### src/rtl/shift_register_right_pkg.sv
// rtl/shift_register_right_pkg.sv - shared width constants for the shift-and-add multiplier
package shift_register_right_pkg;

    localparam int DEFAULT_WORD_LENGTH = 2;

    // Partial products span twice the operand width.
    function automatic int double_width(input int word_length);
        return 2 * word_length;
    endfunction

    localparam int DEFAULT_DOUBLE_WIDTH = double_width(DEFAULT_WORD_LENGTH);

endpackage

### src/rtl/shift_register_right.sv
// rtl/shift_register_right.sv - double-width right-shift register with zero-extended parallel load
module shift_register_right
    import shift_register_right_pkg::*;
#(
    parameter int WORD_LENGTH = DEFAULT_WORD_LENGTH
) (
    input  logic                                clk,
    input  logic                                reset,
    input  logic [WORD_LENGTH-1:0]              parallelInput,
    input  logic                                serialInput,
    input  logic                                load,
    input  logic                                shift,
    output logic                                serialOutput,
    output logic [double_width(WORD_LENGTH)-1:0] parallelOutput
);

    localparam int W2 = double_width(WORD_LENGTH);

    logic [W2-1:0] r_q;
    logic [W2-1:0] r_d;

    // Load outranks shift; the operand always lands zero-extended in the low half.
    always_comb begin
        r_d = r_q;
        if (load) begin
            r_d = {{WORD_LENGTH{1'b0}}, parallelInput};
        end else if (shift) begin
            r_d = {serialInput, r_q[W2-1:1]};
        end
    end

    always_ff @(posedge clk or posedge reset) begin
        if (reset) begin
            r_q <= '0;
        end else begin
            r_q <= r_d;
        end
    end

    assign parallelOutput = r_q;
    assign serialOutput   = r_q[0];

endmodule

### config.mk
export PLATFORM = sky130hd
export DESIGN_NAME = shift_register_right
export DESIGN_NICKNAME = d
export VERILOG_FILES = /design/src/rtl/shift_register_right_pkg.sv /design/src/rtl/shift_register_right.sv
export SDC_FILE = /design/constraint.sdc
export NUM_CORES = 1
export LEC_CHECK = 0
export ABC_AREA = 1
export BUFFER_PORTS_ARGS = -buffer_cell sky130_fd_sc_hd__buf_2
export CAP_MARGIN = 20
export CELL_PAD_IN_SITES_DETAIL_PLACEMENT = 0
export CELL_PAD_IN_SITES_GLOBAL_PLACEMENT = 2
export CORE_AREA = 2 2 39 41
export DETAILED_ROUTE_END_ITERATION = 8
export DIE_AREA = 0 0 41 43
export HOLD_SLACK_MARGIN = 0.06
export PLACE_DENSITY_LB_ADDON = 0.1
export SLEW_MARGIN = 20
export SYNTH_ARGS = -nofsm -noshare
export SYNTH_HDL_FRONTEND = slang
export SYNTH_SLANG_ARGS = --single-unit
export TNS_END_PERCENT = 1
### constraint.sdc
create_clock -name clk -period 0.8 [get_ports clk]
set_clock_uncertainty 0.1 [all_clocks]
set_input_delay 0.04 -clock clk [delete_from_list [all_inputs] [get_ports clk]]
set_output_delay 0.04 -clock clk [all_outputs]
set_load 0.05 [all_outputs]
==> metrics, run 1 <==
final wirelength=463 um; share of cells above drive strength 1=48.78%; initial antenna violation count=0; largest net degree at the start of global routing=6; Die W=41 um; CTS root buf=clkbuf_4; max incr delay on CP=0.42 ns; clock transition at the registers of the reported paths=0.04 ns; P per Cell Area=1845 nW/um^2; CP cell instances=buf_6; worst skew pair latency=0.23 ns; area of the die=1763 sq um; Critical Path End Type=output pin; crit path buf inv count=1; most frequent cells in the layout=nand2_1 (12), buf_2 (6), buf_6 (5), nand3_1 (4), dfrtp_2 (4); I/O pins=12; failing checks=negative setup slack; worst relative slew slack=89.61%; Max FO, Critical Path=3; max FFs per register=4; Synth Register Bits=4; RSZ-0062 raised after global routing=yes; setup repair bufs after CTS=0; final hold violation count=0; grt met1 use=6.774%; CTS max path bufs=2; diode count=0; row cnt=14; CORE AREA=1384 sq um; final setup margin=-0.1442 ns; Area Growth Syn to Fin=81.41%; Die H=43 um; total gr overflow=0; CP startpoint kind=register; H-tree depth=1; worst hold-check path type=primary input to register; Mapped Cells=25; worst path required time=0.66 ns; Seq/Total Area, Yosys=51.28%; PortBufs=11; post-synth top area share=51.28%; Post-DRT Antenna Nets=0; maxcap violations=0; final period utilization=118.0%; endpoints failing setup=6; global routing usage on met2=9.375%; overall power=0.0006533 W; leading area contributor after synthesis=dfrtp_1; Worst VDD drop=0.001113 V; achievable frequency=1059 MHz; mean post-synth cell area=7.807 sq um; 1st-iter DRT viols=6; via count=211; Final nets=50; Worst-Margin Slew=0.1556 ns; # clock sinks=4; Worst path top cell family by delay=flip-flops; top cells by area, synth=dfrtp_1 (51%), nand2_1 (23%), nand3_1 (10%); final RePlAce weighted congestion=0.6458; Hold Slack=0.0005989 ns; WL/cell=8.123 um; hold-fix buffers at CTS=3; Pre-Repair DR Iteration Count=4; DRC=0; vias in the first global route=199; Yosys Warn Count=0; Vias/cell=3.702; post-synthesis cell type count=7; CP Data Arrival Time=0.80 ns; Post-Syn Nets=32; CP max stage cell=dfrtp_2; critical path class=register to output pin; synthesized cell area=195.2 sq um; max-slew violations=0; most used routing layer in global routing=met3; Tot GR Track Use=7.236%; Initial Util=14.10%; CTS tree=done; most common cell after layout, fill and taps aside=nand2_1; total CTS buffers=3; first-pass GRT wire length=765 um; Final min period=0.9442 ns; DP HPWL=370.5 um; status=complete, but fails checks; LEAKAGE=0.1924 nW; M3 GR Usage=9.424%
## routing by layer
| metal | part of all wire [%] | routed length, um | vias up |
|---|---|---|---|
| met2 | 44 | 205 | 8 |
| met5 | 0 | 0 | - |
| li1 | - | - | 109 |
| met4 | 0 | 0 | 0 |
| met1 | 46 | 211 | 94 |
| met3 | 9.9 | 46 | 0 |
## stage by stage
stage | util [%] | cell area [sq um] | worst slack, ns | cells | TNS (ns)
after floorplan | - | 200.2 | -0.1268 | 25 | -0.4619
after global placement | 19.35 | 267.8 | 0.005024 | 51 | 0
after detailed placement | 19.35 | 267.8 | -0.001892 | 51 | -0.001892
after CTS | 25.41 | 351.6 | -0.1556 | 57 | -0.7728
after global routing | 25.59 | 354.1 | -0.1689 | 57 | -0.9318
final | 25.59 | 354.1 | -0.1442 | 57 | -0.7087
## report_power, final
group / switching (W) / internal [W] / leakage (nW)
Combinational: 0.000108 / 0.0000691 / 0.132
Clock: 0.0000742 / 0.000167 / 0.0138
Sequential: 0.0000143 / 0.000220 / 0.0466
## Yosys cell counts
master   count
nand2_1     12
nor2_4       1
buf_4        1
inv_1        2
nand3_1      4
inv_2        1
dfrtp_1      4
## worst paths after layout
check	start	end	slack [ns]	cells past startpoint
max in group asynchronous	reset	parallelOutput[3]	0.30	3
setup reg to reg	parallelOutput[1]	parallelOutput[0]	-0.02	4
setup / recovery	parallelOutput[0]	serialOutput	-0.14	1
hold reg to reg	parallelOutput[2]	parallelOutput[2]	0.41	2
hold / removal	load	parallelOutput[1]	0.0006	3
min in group asynchronous	reset	parallelOutput[0]	0.13	3
## repair_timing
item,in CTS,in global routing
gates resized for setup,10,1
hold endpoints to repair,8,4
pin swaps,0,2
setup endpoints to repair,6,9
## cell type report
| type | instances | area [sq um] |
|---|---|---|
| fillers | 162 | 1030 |
| repair buffers | 14 | 118.9 |
| flip-flops and latches | 4 | 105.1 |
| multi-input cells | 17 | 76.32 |
| clock buffers | 3 | 22.52 |
| well taps | 16 | 20.02 |
| inverters | 3 | 11.26 |
## cells by family (layout without fill, tap and decap cells)
group                  count (synthesis)  count (layout)  synth area share (%)
buffers and inverters                  4              20                 9.616
flip-flops                             4               4                 51.28
AND/OR/NAND/NOR                       17              17                 39.10
Power figures use the tool's default switching activity.
==> inputs of run 2 (changes only) <==
--- a/config.mk
+++ b/config.mk
@@ -15,6 +15,8 @@
 export DIE_AREA = 0 0 41 43
 export HOLD_SLACK_MARGIN = 0.06
 export PLACE_DENSITY_LB_ADDON = 0.1
+export REMOVE_ABC_BUFFERS = 1
+export SETUP_SLACK_MARGIN = 0.2
 export SLEW_MARGIN = 20
 export SYNTH_ARGS = -nofsm -noshare
 export SYNTH_HDL_FRONTEND = slang
==> metrics, run 2 (synthesis gave the netlist of run 1 again) <==
CTS max path bufs=2 (unchanged); achievable frequency=1067 MHz (+0.78%); Initial Util=14.10% (unchanged); total gr overflow=0 (unchanged); CP Data Arrival Time=0.80 ns (about the same); setup TNS=-0.7443 ns (-0.03566 ns); max FFs per register=4 (unchanged); critical path class=register to output pin; DP HPWL=386.5 um (+4.3%); # clock sinks=4 (unchanged); worst skew pair latency=0.23 ns (about the same); Hold Slack=-0.07824 ns (-0.07883 ns); CP startpoint kind=register; Vias/cell=3.667 (-0.95%); Die H=43 um (unchanged); final hold violation count=2 (+2); hold-fix buffers at CTS=1 (-2); final design utilization=24.86% (-0.72 points); final wirelength=492 um (+6.3%); Worst-Margin Slew=0.1638 ns (+0.008211 ns); CP max stage cell=dfrtp_1; CTS tree=done; final setup margin=-0.1368 ns (+0.007343 ns); CORE AREA=1384 sq um (unchanged); P per Cell Area=1920 nW/um^2 (+4.0%); first-pass GRT wire length=814 um (+6.4%); Post-DRT Antenna Nets=0 (unchanged); worst hold-check path type=primary input to register; R2R Setup Slk=-0.05 ns (-0.03 ns); area of the die=1763 sq um (unchanged); Crit. path cell count=1 (unchanged); maxcap violations=0 (unchanged); dpl ws=0.008066 ns (+0.009957 ns); reg-to-reg endpoint=parallelOutput[2]; Max FO, Critical Path=3 (unchanged); endpoints failing setup=7 (+1); failing checks=negative hold slack, negative setup slack; Worst VDD drop=0.0008175 V (-27%); crit path buf inv count=1 (unchanged); diode count=0 (unchanged); placed insts=51 (unchanged); Hold Path Origin=parallelInput[1]; status=complete, but fails checks; RSZ-0062 raised after global routing=yes; share of cells above drive strength 1=46.34% (-2.4 points); row cnt=14 (unchanged); post-route insts no fill=57 (unchanged); most common cell after layout, fill and taps aside=nand2_1; Reg2Reg Depth=3 (-1); PortBufs=11 (unchanged); largest net degree at the start of global routing=6 (unchanged); Tot GR Track Use=7.754% (+0.52 points); initial antenna violation count=0 (unchanged); CP cell instances=buf_6; final RePlAce weighted congestion=0.6550 (+1.4%); LEAKAGE=0.1917 nW (-0.35%); Final min period=0.9368 ns (-0.007343 ns); via count=209 (-0.95%); WL/cell=8.632 um (+6.3%); H-tree depth=1 (unchanged); max incr delay on CP=0.40 ns (-0.02 ns); most frequent cells in the layout=nand2_1 (11), buf_2 (6), buf_6 (5), nand3_1 (4), dfrtp_1 (4); Final nets=50 (unchanged); total CTS buffers=3 (unchanged); CTS root buf=clkbuf_4; RR Startpoint=parallelOutput[2]; Area Growth Syn to Fin=76.28%; final period utilization=117.1% (-0.92 points); Pre-Repair DR Iteration Count=2 (-2); Worst path top cell family by delay=flip-flops; clock transition at the registers of the reported paths=0.04 ns (about the same); vias in the first global route=213 (+7.0%); DRC=0 (unchanged); worst relative slew slack=89.07% (-0.55 points); I/O pins=12 (unchanged); crit path from=parallelOutput[0]; worst path required time=0.66 ns (about the same); critical path endpoint=parallelOutput[0]; max-slew violations=0 (unchanged); Die W=41 um (unchanged); 1st-iter DRT viols=3 (-3); fillers=164 (+1.2%); Critical Path End Type=output pin
## run 2: worst min-delay path by stage
stage	cells after the start	slack, ns	to
after floorplan	1	-0.29	parallelOutput[0]
after global routing	3	-0.07	parallelOutput[1]
after CTS	3	-0.08	parallelOutput[1]
after global placement	2	-0.16	parallelOutput[2]
after detailed placement	2	-0.16	parallelOutput[0]
final	3	-0.08	parallelOutput[1]
## run 2: routing by layer
metal	share of wire, %	global-route usage, %	vias up
li1	-	-	107
met3	12	9.424	0
met4	0	2.000	0
met1	41	6.818	92
met2	46	10.94	10
met5	0	0	-
## run 2: cell type report
cell class	instances	area [sq um]	area share, %
Clock buffer	3	22.52	6.545
Inverter	3	11.26	3.273
Multi-Input combinational cell	17	78.83	22.91
Sequential cell	4	100.1	29.09
Tap cell	16	20.02	5.818
Timing Repair Buffer	14	111.4	32.36
## run 2: timing repair
item                                    in CTS  in global routing
hold endpoints to repair                     8                  4
endpoints found under the setup margin       9                  9
gates resized for setup                     10                  1
cloned                                       0                  0
pin swaps                                    3                  0
setup buffers                                1                  1
## run 2: metrics by stage
stage	total power, W	area, sq um
final	0.0006605	344.1
after global routing	0.0007085	344.1
after global placement	0.0003747	262.8
after floorplan	0.0003259	187.7
after CTS	0.0006727	334.1
after detailed placement	0.0003749	262.8
## run 2: power breakdown
part / internal (W) / switching (W) / leakage, nW
Combinational: 0.0000705 / 0.000111 / 0.126
Clock: 0.000168 / 0.0000801 / 0.0138
Sequential: 0.000217 / 0.0000136 / 0.0521
